File: src/rtl/mem_arbiter.sv
// Two-requester arbiter (fetch, load/store) onto one single-ported data memory.
// Optional fetch anti-starvation streak limit enabled by defining ARB_FAIRNESS_EN.
module mem_arbiter #(
  parameter int ADDR_W     = 13,
  parameter int STREAK_MAX = 4
) (
  input  logic              clk,
  input  logic              rst,
  input  logic              if_req,
  input  logic [ADDR_W-1:0] if_addr,
  output logic              if_gnt,
  output logic              if_valid,
  output logic              if_err,
  output logic [31:0]       if_rdata,
  input  logic              ls_req,
  input  logic              ls_we,
  input  logic [2:0]        ls_size,
  input  logic [ADDR_W-1:0] ls_addr,
  input  logic [31:0]       ls_wdata,
  output logic              ls_gnt,
  output logic              ls_valid,
  output logic              ls_err,
  output logic [31:0]       ls_rdata,
  output logic              mem_read,
  output logic              mem_write,
  output logic [2:0]        mem_size,
  output logic [ADDR_W-1:0] mem_addr,
  output logic [31:0]       mem_wdata,
  input  logic [31:0]       mem_rdata
);

  localparam logic [1:0] S_IDLE   = 2'd0;
  localparam logic [1:0] S_ACCESS = 2'd1;
  localparam logic [1:0] S_RESP   = 2'd2;

  logic [1:0]        state, state_nxt;
  logic              sel_ls, we_q, err_q;
  logic [2:0]        size_q;
  logic [ADDR_W-1:0] addr_q;
  logic [31:0]       wdata_q, if_rdata_q, ls_rdata_q;
  logic              arb, pick_ls, ls_bad, fetch_force, access, resp;

  `ifdef ARB_FAIRNESS_EN
  localparam int CW = $clog2(STREAK_MAX + 1);
  logic [CW-1:0] streak;

  // Streak only matters while a fetch is actually waiting.
  always_ff @(posedge clk) begin
    if (rst)
      streak <= '0;
    else if (!if_req || if_gnt)
      streak <= '0;
    else if (ls_gnt && streak != CW'(STREAK_MAX))
      streak <= streak + 1'b1;
  end

  assign fetch_force = (streak == CW'(STREAK_MAX));
  `else
  assign fetch_force = 1'b0;
  `endif

  // Size codes: 000 word, 001/011 byte, 010/100 half; 011/100 are load-only.
  always_comb begin
    ls_bad = 1'b1;
    case (ls_size)
      3'b000:  ls_bad = (ls_addr[1:0] != 2'b00);
      3'b001:  ls_bad = 1'b0;
      3'b010:  ls_bad = ls_addr[0];
      3'b011:  ls_bad = ls_we;
      3'b100:  ls_bad = ls_we | ls_addr[0];
      default: ls_bad = 1'b1;
    endcase
  end

  assign arb     = (state == S_IDLE || state == S_RESP) && !rst;
  assign pick_ls = ls_req && !(fetch_force && if_req);
  assign ls_gnt  = arb && pick_ls;
  assign if_gnt  = arb && if_req && !pick_ls;

  always_comb begin
    state_nxt = S_IDLE;
    case (state)
      S_IDLE, S_RESP: state_nxt = (if_req || ls_req) ? S_ACCESS : S_IDLE;
      S_ACCESS:       state_nxt = S_RESP;
      default:        state_nxt = S_IDLE;
    endcase
  end

  always_ff @(posedge clk) begin
    if (rst) begin
      state      <= S_IDLE;
      sel_ls     <= 1'b0;
      we_q       <= 1'b0;
      err_q      <= 1'b0;
      size_q     <= '0;
      addr_q     <= '0;
      wdata_q    <= '0;
      if_rdata_q <= '0;
      ls_rdata_q <= '0;
    end else begin
      state <= state_nxt;
      if (if_gnt || ls_gnt) begin
        sel_ls  <= ls_gnt;
        we_q    <= ls_gnt & ls_we;
        size_q  <= ls_gnt ? ls_size : 3'b000;
        addr_q  <= ls_gnt ? ls_addr : if_addr;
        wdata_q <= ls_gnt ? ls_wdata : 32'd0;
        err_q   <= ls_gnt ? ls_bad : (if_addr[1:0] != 2'b00);
      end
      if (state == S_RESP) begin
        if (!sel_ls)
          if_rdata_q <= err_q ? 32'd0 : mem_rdata;
        else if (err_q)
          ls_rdata_q <= 32'd0;
        else if (!we_q)
          ls_rdata_q <= mem_rdata;
      end
    end
  end

  assign access    = (state == S_ACCESS);
  assign mem_read  = access && !err_q && !we_q;
  assign mem_write = access && !err_q && we_q;
  assign mem_addr  = access ? addr_q  : '0;
  assign mem_size  = access ? size_q  : 3'b000;
  assign mem_wdata = access ? wdata_q : 32'd0;

  // Read data is returned in the response cycle and held afterwards.
  assign resp     = (state == S_RESP) && !rst;
  assign if_valid = resp && !sel_ls;
  assign if_err   = if_valid && err_q;
  assign if_rdata = if_valid ? (err_q ? 32'd0 : mem_rdata) : if_rdata_q;
  assign ls_valid = resp && sel_ls;
  assign ls_err   = ls_valid && err_q;
  assign ls_rdata = ls_valid ? (err_q ? 32'd0 : (we_q ? ls_rdata_q : mem_rdata)) : ls_rdata_q;

endmodule
File: config.mk
export PLATFORM = sky130hd
export DESIGN_NAME = mem_arbiter
export DESIGN_NICKNAME = d
export VERILOG_FILES = /design/src/rtl/mem_arbiter.sv
export SDC_FILE = /design/constraint.sdc
export NUM_CORES = 1
export LEC_CHECK = 0
export ABC_CLOCK_PERIOD_IN_PS = 2200
export BUFFER_PORTS_ARGS = -buffer_cell sky130_fd_sc_hd__buf_2
export CAP_MARGIN = 25
export CORE_MARGIN = 1.5
export CORE_UTILIZATION = 30
export CTS_CLUSTER_DIAMETER = 60
export DETAILED_ROUTE_END_ITERATION = 10
export PLACE_DENSITY = 0.62
export SKIP_CTS_REPAIR_TIMING = 1
export SYNTH_ARGS = -nofsm -noshare
export SYNTH_HDL_FRONTEND = slang
export SYNTH_SLANG_ARGS = --single-unit
File: constraint.sdc
create_clock -name clk -period 2.2 [get_ports clk]
set_clock_uncertainty 0.05 [all_clocks]
set_input_delay 0.33 -clock clk [delete_from_list [all_inputs] [get_ports clk]]
set_output_delay 0.33 -clock clk [all_outputs]
set_load 0.05 [all_outputs]
==> results of run 1 <==
[sequential cells by signal, summed over array words and instances (netlist names), 2 cells and up]
register / cells
state: 2
wdata_q: 32
addr_q: 13
if_rdata_q: 32
ls_rdata_q: 32
size_q: 3
[layout make-up]
type,instances,share of cell area (%)
inverter,6,0.379
timing repair buffer,274,28.5
sequential,117,28.4
multi-input combinational,369,31.3
tap,220,3.33
clock buffer,22,5.74
clock inverter,9,2.39
[through the flow]
step                setup TNS (ns)  utilization (%)  power (mW)  hold WS, ns  area (um2)
finish                      -19.80             49.6        6.21        0.103        8260
detailed placement           -6.99             39.8        2.98        0.405        6620
CTS                         -40.10             43.8        6.19       0.0855        7290
global route                -30.43             49.6        6.43       0.0946        8260
floorplan                        0                -        2.70        0.393        5190
global placement             -5.66             39.8        2.98        0.406        6620
[per-layer routing]
metal	routed length, um	vias to the layer above
li1	-	2493
met1	8190	2433
met2	7880	171
met3	1080	11
met4	174	0
met5	0	-
[worst paths after layout]
check | end | slack [ns]
setup reg to reg | ls_rdata_q[17]$_SDFFE_PP0P_ | 0.29
hold / removal | wdata_q[25]$_SDFFE_PP0P_ | 0.10
hold reg to reg | wdata_q[3]$_SDFFE_PP0P_ | 0.42
setup / recovery | ls_rdata[12] | -0.25
[layout by cell type (no fill, tap or decap), drive strengths merged, types with 2 or more instances in the layout]
master / synthesis / routed
bufinv: 0 / 6
clkinv: 0 / 3
clkbuf: 33 / 76
inv: 6 / 4
nand2b: 3 / 3
a21o: 2 / 2
a22oi: 2 / 2
nor2: 19 / 19
nand2: 40 / 40
nor3b: 4 / 4
clkinvlp: 0 / 2
buf: 24 / 220
o221a: 11 / 11
o21ai: 39 / 39
dfxtp: 117 / 117
nand3b: 2 / 2
a22o: 128 / 128
and2: 49 / 49
a21oi: 50 / 50
nor2b: 10 / 10
[power groups by stage]
stage	Combinational [mW]	Sequential [mW]	Clock, mW
after CTS	0.717	2.22	3.25
after detailed placement	0.715	2.27	0
after floorplan	0.440	2.26	0
after global placement	0.711	2.27	0
after global routing	0.859	2.23	3.34
final	0.803	2.23	3.18
[logic make-up (layout without fill, tap and decap cells)]
kind of cell,after synthesis,after routing
simple gates,133,133
flops,117,117
compound gates,236,236
buf+inv,63,311
[worst max-delay path: cells and delay by family, from the launching register on]
family          cells  cell delay [ns]
simple gates        2             0.57
compound gates      1             0.16
buf+inv             4             0.59
flops               1             0.32
==> impl_metrics.yaml, run 1 <==
hold_path:
  hp-class: "primary input to flip-flop"
  whs_path_depth: 3
  hp-start: "ls_wdata[25]"
grt:
  grt_pass1_wl_mm: 24.5
  grt_use_met1_pct: 23.0
  globalRouteMet3Util_pct: 5.78
  overflow: 0
  grt_pass1_vias: 4635
  antenna_found_initial: 0
  grtUsageTotal_pct: 17.1
  met2_usage_pct: 25.6
  busiest_layer: "met2"
  grt_max_degree: 61
yosys:
  ys_top_cells_by_count: "a22o_1 (128), dfxtp_1 (117), a21oi_1 (50)"
  seq_area_frac_synth_pct: 45.6
  synthAdderAreaFrac_pct: 0
  synth_top_family_by_area: "compound AO/OA/AOI/OAI gates"
  netlist_area_um2: 5140
  synth_mux_area_share_pct: 0
  ys_ff_latch: 117
  yosysWarnings: 0
  synth_edf_count: 0
  async_flop_share_pct: 0
  synth_nets: 647
  synth.avg_cell_area_um2: 9.36
  synth-simple-area-share_pct: 14.1
  netlist.area_leader.share_pct: 45.6
  synth_cell_types: 32
  synth_top_area_cell: "dfxtp_1"
  yosys-top-cells-area: "dfxtp_1 (46%), a22o_1 (22%), and2_1 (6.0%)"
  yosysMostFrequentCell: "a22o_1"
  synth-main-ff-cell: "dfxtp_1"
  yosys.area_share.xor_xnor_pct: 0
  synth_compound_area_share_pct: 34.1
  syn_inst: 549
sta:
  slew_viol_final: 0
  fin_ws_ns: -0.246
  final.min_clock_period_ns: 2.45
  setup_violations: 113
  fin_crit_sh_pct: 111
  slew_headroom_pct: 65.6
  worst_pin_slew_ns: 0.515
  hold_violations: 0
  fmax_mhz: 409
  rsz0062_at_grt: "true"
clocking:
  clk_pin_slew_ns: 0.06
  cts_root_buf: "clkbuf_16"
  cts_sinks: 117
  cts_buffers: 17
  cts.path.max_buffers: 2
  cts_tree: "built"
  clk-insertion-delay-late_ns: 0.41
  h-tree-depth: 4
placed_design:
  portBuffers: 217
  dp_slack_ns: -0.144
  hpwl_mm: 10.1
  place_inst: 962
  gp_congestion: 0.747
setup_path:
  cp.arrival_ns: 2.07
  cp-end-kind: "primary output"
  startpoint: "state[0]$_SDFF_PP0_"
  max_stage_delay_ns: 0.32
  crit_type: "flip-flop to primary output"
  reg2reg_depth: 9
  worstPathRequired_ns: 1.82
  path_cells: "buf_4 > and4bb_4 > nor3b_4 > buf_6 > clkbuf_16 > a22o_2 > buf_8"
  slowest_stage: "dfxtp_2"
  crit_path_max_fanout: 7
  r2r_start: "state[0]$_SDFF_PP0_"
  critPathLaunchType: "flip-flop"
die:
  initial_core_util_pct: 30.9
  die_h_um: 134
  core_um2: 16600
  die-area_um2: 17900
  die_w_um: 134
  rows: 47
  num_io_pins: 218
pwr:
  power.switching_mw: 1.50
  internal_power_mw: 4.72
  vdd_ir_drop_max_v: 0.000509
  p_seq_share_pct: 35.9
  clock_power_share_pct: 51.2
  swShare_pct: 24.1
  powerDensity_nw_per_um2: 752
  p_comb_share_pct: 12.9
  leakagePower_nw: 3.63
finish:
  final_cells: 1017
  antenna_cells: 0
  syn_to_final_growth_pct: 60.9
  final.fill_count: 1548
  multi_input_area_um2: 2590
  regArea_um2: 2340
  drive_gt1_share_pct: 45.4
  final_nets: 883
routing:
  drcViolationCount: 0
  wl_per_cell_um: 17.0
  vias: 5108
  first_pass_iters: 4
  wl_mm: 17.3
  via_per_inst: 5.02
  ant_nets: 0
  drt_iter0_markers: 231
status:
  status: "finished with violations"
  violations: "negative setup slack"
run:
  cap_violations: 0
Power figures use the tool's default switching activity.
==> inputs of run 2 (changes only) <==
--- a/config.mk
+++ b/config.mk
@@ -12,7 +12,6 @@
 export CORE_UTILIZATION = 30
 export CTS_CLUSTER_DIAMETER = 60
 export DETAILED_ROUTE_END_ITERATION = 10
-export PLACE_DENSITY = 0.62
 export SKIP_CTS_REPAIR_TIMING = 1
 export SYNTH_ARGS = -nofsm -noshare
 export SYNTH_HDL_FRONTEND = slang
==> run 2 against run 1 <==
  * The flow still finishes with violations (negative setup slack)
  * Die area stayed put
  * Non-clock buffer count is 15 lower
  * Final cell count is 1.4% lower
  * Setup slack better by 0.034 ns
  * Worst hold slack better by 0.0014 ns
  * Critical endpoint is now ls_rdata[25]
==> impl_metrics.yaml, run 2 (synthesis results as in run 1) <==
clocking:
  cts_buffers: 17
  clk-insertion-delay-late_ns: 0.41
  cts_tree: "built"
  cts.path.max_buffers: 2
  cts_sinks: 117
  clk_pin_slew_ns: 0.06
  h-tree-depth: 4
  cts_root_buf: "clkbuf_16"
grt:
  busiest_layer: "met2"
  grt_pass1_vias: 4510
  globalRouteMet3Util_pct: 8.01
  grt_max_degree: 54
  overflow: 0
  grtUsageTotal_pct: 16.5
  antenna_found_initial: 0
  met2_usage_pct: 24.9
  grt_pass1_wl_mm: 23.5
  grt_use_met1_pct: 21.1
die:
  core_um2: 16600
  die_h_um: 134
  num_io_pins: 218
  rows: 47
  die_w_um: 134
  initial_core_util_pct: 30.9
  die-area_um2: 17900
routing:
  drcViolationCount: 0
  ant_nets: 0
  wl_per_cell_um: 16.4
  vias: 5052
  wl_mm: 16.4
  first_pass_iters: 4
  drt_iter0_markers: 235
  via_per_inst: 5.04
hold_path:
  hp-start: "ls_wdata[17]"
  whs_path_depth: 3
  min_to: "wdata_q[17]$_SDFFE_PP0P_"
  hp-class: "primary input to flip-flop"
setup_path:
  r2r_end: "ls_rdata_q[1]$_SDFFE_PP0P_"
  reg2reg_slack_ns: 0.34
  path_delay_family: "buffers and inverters"
  cp_common_cell: "buf_6"
  crit_path_max_fanout: 6
  worst-path-buf-inv: 4
  slowest_stage: "dfxtp_2"
  cp-end-kind: "primary output"
  max_stage_delay_ns: 0.33
  r2r_start: "sel_ls$_SDFFE_PP0P_"
  reg2reg_depth: 8
  crit_type: "flip-flop to primary output"
  worstPathRequired_ns: 1.82
  path_cells: "buf_4 > and4bb_4 > nor3b_4 > buf_6 > clkbuf_16 > a22o_2 > buf_6"
  cp.arrival_ns: 2.03
  critPathLaunchType: "flip-flop"
sta:
  final.min_clock_period_ns: 2.41
  fin_ws_ns: -0.212
  fin_tns_setup_ns: -10.83
  slew_headroom_pct: 33.0
  fmax_mhz: 415
  worst_pin_slew_ns: 1.01
  fin_crit_sh_pct: 110
  hold_violations: 0
  rsz0062_at_grt: "true"
  setup_violations: 66
  slew_viol_final: 0
pwr:
  leakagePower_nw: 3.51
  vdd_ir_drop_max_v: 0.000765
  powerDensity_nw_per_um2: 731
  finalPower_mw: 5.74
finish:
  drive_gt1_share_pct: 44.3
  final_cells: 1003
  final_cell_mix: "buf_2 (138), dfxtp_1 (115), a22o_1 (96)"
  final_nets: 868
  syn_to_final_growth_pct: 52.8
  largestRegisters: "if_rdata_q x32, ls_rdata_q x32, wdata_q x32"
  final.fill_count: 1605
  layout_commonest_cell: "buf_2"
  antenna_cells: 0
placed_design:
  place_inst: 962
  hpwl_mm: 10.2
  gp_congestion: 0.721
  portBuffers: 217
run:
  cap_violations: 0
status:
  violations: "negative setup slack"
  status: "finished with violations"
## run 2: layout make-up
type,count,area [um2],area share (%)
multi-input cells,369,2610,33.3
flip-flops and latches,117,2340,29.9
repair buffers,259,2000,25.5
clock buffers,24,492,6.27
well taps,220,275,3.51
clock inverters,8,97.6,1.24
inverters,6,22.5,0.287
## run 2: report_power, final
| group | total, mW | switching [mW] | leakage (nW) | internal (mW) |
|---|---|---|---|---|
| Sequential | 2.23 | 0.0369 | 0.950 | 2.19 |
| Combinational | 0.754 | 0.469 | 2.28 | 0.285 |
| Clock | 2.76 | 0.974 | 0.282 | 1.78 |
## run 2: tightest hold or removal path, stage by stage
cell and delay [ns]:
buf_2 0.09, nand2_1 0.04, a21oi_1 0.05
## run 2: worst max path at each step
stage,cells past startpoint,end,from,slack (ns)
3_3_place_gp,7,ls_rdata[13],rst,-0.04
2_1_floorplan,6,ls_rdata[0],rst,0.04
6_report,7,ls_rdata[25],sel_ls$_SDFFE_PP0P_,-0.21
5_1_grt,7,ls_rdata[25],state[1]$_SDFF_PP0_,-0.29
3_5_place_dp,6,if_rdata[22],rst,-0.04
4_1_cts,5,if_rdata[22],sel_ls$_SDFFE_PP0P_,-0.41
## run 2: routing by layer
layer,part of all wire (%),vias to the layer above
li1,-,2460
met2,45,213
met3,9.5,13
met5,0,-
met1,45,2366
met4,0.90,0
## run 2: per-stage QoR
| step | worst slack [ns] | util, % | hold slack (ns) | cell area (um2) |
|---|---|---|---|---|
| floorplan | 0.0396 | - | 0.393 | 5190 |
| global placement | -0.0361 | 39.7 | 0.407 | 6610 |
| detailed placement | -0.0416 | 39.7 | 0.404 | 6610 |
| CTS | -0.406 | 43.3 | 0.0812 | 7200 |
| global route | -0.295 | 47.2 | 0.0861 | 7850 |
| finish | -0.212 | 47.2 | 0.104 | 7850 |
